### src/rtl/reset_sequencer_pkg.sv
// Shared types and constants for the reset sequencer: FSM states, Avalon
// register map and reset-cause bit positions.
package reset_sequencer_pkg;

    typedef enum logic [1:0] {
        ASSERT  = 2'd0,
        STAGGER = 2'd1,
        RUN     = 2'd2
    } seq_state_e;

    localparam logic [15:0] SW_RESET_KEY = 16'hA5A5;

    localparam logic [1:0] ADDR_CAUSE = 2'd0;
    localparam logic [1:0] ADDR_SWRST = 2'd1;
    localparam logic [1:0] ADDR_COUNT = 2'd2;

    localparam int SW_BIT  = 8;
    localparam int POR_BIT = 15;

    localparam logic [15:0] CAUSE_RESET_VAL = 16'h8000;
    localparam logic [15:0] COUNT_MAX       = 16'hFFFF;

endpackage

### src/rtl/reset_seq_fsm.sv
// Sequencing core: holds both resets low for a minimum time, releases the
// peripheral reset first and the CPU reset a few cycles later.
module reset_seq_fsm
    import reset_sequencer_pkg::*;
#(
    parameter int HOLD_CYCLES    = 16,
    parameter int STAGGER_CYCLES = 4
) (
    input  logic clk,
    input  logic reset_n,
    input  logic req_any_i,
    output logic sys_reset_n_o,
    output logic cpu_reset_n_o,
    output logic assert_entry_o
);

    localparam int MAX_CYCLES = (HOLD_CYCLES > STAGGER_CYCLES) ? HOLD_CYCLES : STAGGER_CYCLES;
    localparam int CNT_W      = $clog2(MAX_CYCLES + 1);

    localparam logic [CNT_W-1:0] HOLD_LAST    = CNT_W'(HOLD_CYCLES - 1);
    localparam logic [CNT_W-1:0] STAGGER_LAST = CNT_W'(STAGGER_CYCLES - 1);
    localparam logic [CNT_W-1:0] CNT_ONE      = CNT_W'(1);

    seq_state_e       state_q, state_d;
    logic [CNT_W-1:0] cnt_q, cnt_d;
    logic             sys_reset_n_q, cpu_reset_n_q;

    always_comb begin
        state_d        = state_q;
        cnt_d          = cnt_q;
        assert_entry_o = 1'b0;
        case (state_q)
            ASSERT: begin
                // Any request restarts the minimum hold window.
                if (req_any_i) begin
                    cnt_d = '0;
                end else if (cnt_q == HOLD_LAST) begin
                    state_d = STAGGER;
                    cnt_d   = '0;
                end else begin
                    cnt_d = cnt_q + CNT_ONE;
                end
            end
            STAGGER: begin
                if (req_any_i) begin
                    state_d        = ASSERT;
                    cnt_d          = '0;
                    assert_entry_o = 1'b1;
                end else if (cnt_q == STAGGER_LAST) begin
                    state_d = RUN;
                    cnt_d   = '0;
                end else begin
                    cnt_d = cnt_q + CNT_ONE;
                end
            end
            RUN: begin
                if (req_any_i) begin
                    state_d        = ASSERT;
                    cnt_d          = '0;
                    assert_entry_o = 1'b1;
                end
            end
            default: begin
                state_d = ASSERT;
                cnt_d   = '0;
            end
        endcase
    end

    // Outputs are decoded from the next state so they change on the same edge as the state.
    always_ff @(posedge clk or negedge reset_n) begin
        if (!reset_n) begin
            state_q       <= ASSERT;
            cnt_q         <= '0;
            sys_reset_n_q <= 1'b0;
            cpu_reset_n_q <= 1'b0;
        end else begin
            state_q       <= state_d;
            cnt_q         <= cnt_d;
            sys_reset_n_q <= (state_d != ASSERT);
            cpu_reset_n_q <= (state_d == RUN);
        end
    end

    assign sys_reset_n_o = sys_reset_n_q;
    assign cpu_reset_n_o = cpu_reset_n_q;

endmodule

### src/rtl/reset_sequencer.sv
// Reset sequencer top: request merging, Avalon-MM cause/count registers and
// the sequencing core. Registers here survive the resets this block generates.
module reset_sequencer
    import reset_sequencer_pkg::*;
#(
    parameter int NUM_REQ        = 2,
    parameter int HOLD_CYCLES    = 16,
    parameter int STAGGER_CYCLES = 4
) (
    input  logic               clk,
    input  logic               reset_n,
    input  logic [NUM_REQ-1:0] reset_req,
    input  logic [1:0]         address,
    input  logic               chipselect,
    input  logic               write_n,
    input  logic [15:0]        writedata,
    output logic [15:0]        readdata,
    output logic               sys_reset_n,
    output logic               cpu_reset_n
);

    logic        wr_en;
    logic        sw_key;
    logic        req_any;
    logic        assert_entry;
    logic [15:0] cause_q, cause_d;
    logic [15:0] count_q, count_d;
    logic [15:0] readdata_q, readdata_d;
    logic [15:0] cause_set, cause_clr;

    assign wr_en   = chipselect & ~write_n;
    assign sw_key  = wr_en && (address == ADDR_SWRST) && (writedata == SW_RESET_KEY);
    assign req_any = (|reset_req) | sw_key;

    reset_seq_fsm #(
        .HOLD_CYCLES    (HOLD_CYCLES),
        .STAGGER_CYCLES (STAGGER_CYCLES)
    ) u_fsm (
        .clk            (clk),
        .reset_n        (reset_n),
        .req_any_i      (req_any),
        .sys_reset_n_o  (sys_reset_n),
        .cpu_reset_n_o  (cpu_reset_n),
        .assert_entry_o (assert_entry)
    );

    // Cause bits are sticky; a simultaneous set beats a software clear.
    always_comb begin
        cause_set                = '0;
        cause_set[NUM_REQ-1:0]   = reset_req;
        cause_set[SW_BIT]        = sw_key;
        cause_clr                = (wr_en && (address == ADDR_CAUSE)) ? writedata : 16'h0000;
        cause_d                  = (cause_q & ~cause_clr) | cause_set;
    end

    // A software clear of the count beats a simultaneous increment.
    always_comb begin
        count_d = count_q;
        if (wr_en && (address == ADDR_COUNT)) begin
            count_d = 16'h0000;
        end else if (assert_entry && (count_q != COUNT_MAX)) begin
            count_d = count_q + 16'd1;
        end
    end

    always_comb begin
        readdata_d = 16'h0000;
        case (address)
            ADDR_CAUSE: readdata_d = cause_q;
            ADDR_COUNT: readdata_d = count_q;
            default:    readdata_d = 16'h0000;
        endcase
    end

    always_ff @(posedge clk or negedge reset_n) begin
        if (!reset_n) begin
            cause_q    <= CAUSE_RESET_VAL;
            count_q    <= 16'h0000;
            readdata_q <= 16'h0000;
        end else begin
            cause_q    <= cause_d;
            count_q    <= count_d;
            readdata_q <= readdata_d;
        end
    end

    assign readdata = readdata_q;

endmodule

### config.mk
export PLATFORM = sky130hd
export DESIGN_NAME = reset_sequencer
export DESIGN_NICKNAME = d
export VERILOG_FILES = /design/src/rtl/reset_sequencer_pkg.sv /design/src/rtl/reset_seq_fsm.sv /design/src/rtl/reset_sequencer.sv
export SDC_FILE = /design/constraint.sdc
export NUM_CORES = 1
export LEC_CHECK = 0
export BUFFER_PORTS_ARGS = -buffer_cell sky130_fd_sc_hd__buf_2
export CAP_MARGIN = 20
export CORE_UTILIZATION = 55
export DETAILED_ROUTE_END_ITERATION = 6
export GPL_ROUTABILITY_DRIVEN = 0
export GPL_TIMING_DRIVEN = 0
export PLACE_DENSITY = 0.77
export RECOVER_POWER = 25
export SYNTH_ARGS = -nofsm -noshare
export SYNTH_HDL_FRONTEND = slang
export SYNTH_SLANG_ARGS = --single-unit
export TNS_END_PERCENT = 10
### constraint.sdc
create_clock -name clk -period 2.15 [get_ports clk]
set_input_delay 0.3225 -clock clk [delete_from_list [all_inputs] [get_ports clk]]
set_output_delay 0.3225 -clock clk [all_outputs]
set_load 0.02 [all_outputs]
==> results.md <==
Timing:
- The tightest slew margin relative to the limit is 43.2%.
- The number of max-slew violations in the final report is 0.
- Setup repair after global routing left no endpoint under its margin.
- Between clock sinks in the finished design, the worst skew comes to 8.78 ps.
- The clock period could shrink to 2050 ps.
- Setup violations remaining at the end of the flow were counted as 0.
- In the finished design, the share of the clock period the worst path needs comes to 95.2%.
- Timing would allow up to 488 MHz.
- The number of failing hold endpoints at the final stage came to 0.
- The accumulated negative setup slack is 0 ps.
- The transition time at the pin with the least slew margin is 852 ps.
- The minimum setup slack in the final design is 102 ps.

Synth:
- The dominant register cell in the synthesized netlist is dfrtp_1.
- Counting flops with a built-in enable in the synthesized netlist gives 0.
- The number of nets handed over by synthesis was 303.
- Yosys instantiated no cell more often than dfrtp_1.
- In the post-synthesis netlist, the biggest area contributors are dfrtp_1 (50%), mux2i_1 (7.2%), nor2_1 (3.6%).
- The top cell type by total area after synthesis is dfrtp_1.
- The share of the Yosys chip area taken by registers is 51.3%.
- For this run, the number of Yosys warnings is 0.
- Dividing the synthesized area by the synthesized cell count gives 10.3 um2.
- In the synthesized netlist, the cells that appear most often are dfrtp_1 (56), nor2_1 (27), mux2i_1 (20), nand2_1 (20), a21oi_1 (19).
- Counting every instance in the synthesized netlist gives 271.
- The synthesized area is 0.00278 mm2.
- After synthesis, the netlist uses 45 different library cells.
- The flop and latch count out of synthesis is 57.
- After synthesis, the largest area contributor takes up 50.4% of total cell area.
- After synthesis, the share of flip-flops with an asynchronous set or reset is 100%.

Setup path:
- Grouping stages by cell kind, the critical path spends the most delay in simple AND/OR/NAND/NOR gates.
- The type of origin of the critical path is a flip-flop.
- The arrival time of the worst setup path is 2310 ps.
- The highest fanout seen on the critical path is 10.
- The endpoint required time on the critical path is 2410 ps.
- For this run, the slowest stage of the critical path takes 480 ps.
- STA classifies the critical path endpoint as a flip-flop.
- Counting both buffers and inverters, the worst setup path holds a total of 1.
- The critical path goes through ha_2, nand4_1, nor4_4, nand2b_2, clkbuf_4, or4_1, a21oi_1.
- The slowest cell on the critical path is or4_1.
- The setup path with the least slack is of type flip-flop to flip-flop.

Die:
- The core area is 0.00479 mm2.
- The initial core utilization is 58.1%.
- 42 I/O pins were placed.
- The row count is 25.
- The area enclosed by the die boundary is 0.00535 mm2.
- The die is 73.1 um tall.
- The x dimension of the die is 73.1 um.

Global route:
- In the global route stage, overall resource usage came out at 26.9%.
- The first global-routing pass estimated 10,600 um of wire.
- The number of global-route vias before repair was 2,186.
- The routing usage on met1 is 35.9%.
- Entering global routing, the biggest net connects 41 pins.
- The number of antenna violations at the first check in global routing is 0.
- The residual overflow from global routing is 0.
- The routing layer with the top usage in global route is met2.
- The met3 track demand over resource in global routing is 5.25%.
- The met2 usage is 41.6%.

Power and ir drop:
- In this run the power density over the cells is 735 mW/mm2.
- The register share of total power is 44.7%.
- The cell leakage power is 1.61 nW.
- Summed over all nets, the switching power comes to 0.541 mW.
- The net switching share of the total power is 21.8%.
- The share of total power dissipated in combinational logic is 5.6%.
- In this run, the clock network consumes 49.7% of the power.
- IR analysis of the VDD net gives a maximum drop of 0.000370 V.
- The internal power is 1.94 mW.

Layout:
- The number of antenna diodes in the final layout is 0.
- The final layout net count is 357.
- From synthesis to final layout, the design area changed by 21.4%.
- The proportion of layout cells with a drive suffix above 1 is 20.3%.
- The total non-filler cell area in the finished layout is 0.00338 mm2.
- The final design utilization is 70.6%.

Clocking:
- The clock tree root driver cell is clkbuf_8.
- The TritonCTS clock tree is yes.
- After clock tree synthesis, the setup repair step added 0 buffers.
- Counting every sink on the clock net gives 57.
- The clock passes through at most 2 buffers.
- At the later pin of the worst-skew pair, clock insertion delay measures 350 ps.
- In this run, CTS created clock tree buffers numbering 9.
- In this run the number of H-tree levels came out at 3.
- Clock-pin slew was measured on the worst setup and hold paths at 70 ps.

Outcome:
- The flow ran to the end, and the final reports show no timing, DRC or antenna violations.

Route:
- The number of detailed-route iterations in the first pass is 4.
- After detailed routing, the number of remaining DRC violations is 0.
- The post-detailed-route via-to-cell ratio is 5.91.
- The first routing iteration left 155 violations.
- The final route contains 2,347 vias.
- The routed design has 6420 um of wire.
- The final antenna-violating net count is 0.
- In the final routed layout, each cell accounts on average for 16.2 um.

Placement:
- The setup slack after placement is -197 ps.
- Detailed placement ended at an HPWL of 4510 um.
- In this run the tool buffered the top-level ports with 41 buffer cells.
- In this run the cell area measured after placement is 0.00309 mm2.

Hold path:
- The class of the tightest hold or removal check is input pin to flip-flop.

Job:
- The reported max-cap violation count is 0.
==> worst reg2reg max path, delay by kind of cell, from the launching register on <==
family / cells / cell delay (ps)
AND/OR/NAND/NOR: 4 / 910
AO/OA/AOI/OAI: 1 / 170
adder cells (fa/ha/maj): 1 / 230
flip-flops: 1 / 450
buffers and inverters: 1 / 200
==> power by group through the flow <==
stage / registers [mW] / clock network (mW) / logic, mW
final: 1.11 / 1.23 / 0.139
after global routing: 1.11 / 1.30 / 0.156
after CTS: 1.11 / 1.25 / 0.145
after detailed placement: 1.13 / 0 / 0.142
after global placement: 1.13 / 0 / 0.136
after floorplan: 1.13 / 0 / 0.0622
==> metal layers <==
layer / up-vias / wire length, um
li1: 1101 / -
met1: 1148 / 2900
met2: 80 / 3040
met3: 18 / 306
met4: 0 / 174
met5: - / 0
==> final timing paths <==
kind                                        start                 endpoint  slack, ps  depth (start not counted)
max                        count_q[0]$_DFFE_PN0P_  count_q[15]$_DFFE_PN0P_        100                          7
min                                 writedata[15]    cause_q[15]$_DFF_PN1_        150                          2
max reg2reg                count_q[0]$_DFFE_PN0P_  count_q[15]$_DFFE_PN0P_        100                          7
min reg2reg                  cause_q[0]$_DFF_PN0_     cause_q[0]$_DFF_PN0_        480                          1
max in group asynchronous                 reset_n   count_q[0]$_DFFE_PN0P_        400                          3
min in group asynchronous                 reset_n    readdata[2]$_DFF_PN0_        590                          2
==> cells by family after synthesis <==
logic type      share of synthesized area (%)
buf+inv                                  2.74
simple gates                             21.0
compound gates                           14.1
fa+ha+maj                                3.60
flops                                    51.3
mux                                      7.19
==> flip-flops by register name, indices dropped and copies added, names as in the netlist <==
| register | count |
|---|---|
| cause_q | 16 |
| count_q | 16 |
| readdata | 16 |
| u_fsm.cnt_q | 5 |
| u_fsm.cpu_reset_n_o | 1 |
| u_fsm.state_q | 2 |
| u_fsm.sys_reset_n_o | 1 |
==> placed cells by master, fill, tap and decap left out, types with 2 or more instances in the layout <==
master	instances
nand4_1	6
nand3b_1	3
and3_1	5
clkbuf_8	10
nor2_1	27
mux2i_1	20
nand3_1	13
clkbuf_1	11
o21ai_0	6
a21boi_0	13
or3_1	3
nor3b_1	2
o311ai_0	2
dfrtp_1	54
nor3_1	4
bufinv_16	3
or4_1	7
nand2_1	20
inv_1	7
dfrtp_2	2
a21oi_1	19
nor2b_1	2
o31ai_1	7
clkbuf_4	2
a21o_1	4
nand2b_1	4
ha_1	7
nor4bb_1	2
buf_2	39
==> cell type report <==
cell class / instances / area [um2]
plain buffers: 11 / 52.6
inverters: 7 / 26.3
clock buffers: 11 / 141
well taps: 67 / 83.8
multi-input cells: 196 / 1320
fillers: 365 / 1410
repair buffers: 43 / 220
clock inverters: 5 / 103
flip-flops and latches: 57 / 1430
==> per-stage QoR <==
stage	hold WS (ps)	instances	power (mW)
6_report	148	397	2.48
5_1_grt	164	397	2.56
4_1_cts	141	397	2.50
3_5_place_dp	267	380	1.27
3_3_place_gp	460	379	1.26
2_1_floorplan	26.9	271	1.19
==> timing repair <==
action | 4_1_cts | 5_1_grt
hold endpoints to repair | 17 | 0
pin swaps | 0 | 0
setup endpoints to repair | 5 | 10
hold buffers | 1 | 0
resized for setup | 2 | 8
Power figures use the tool's default switching activity.
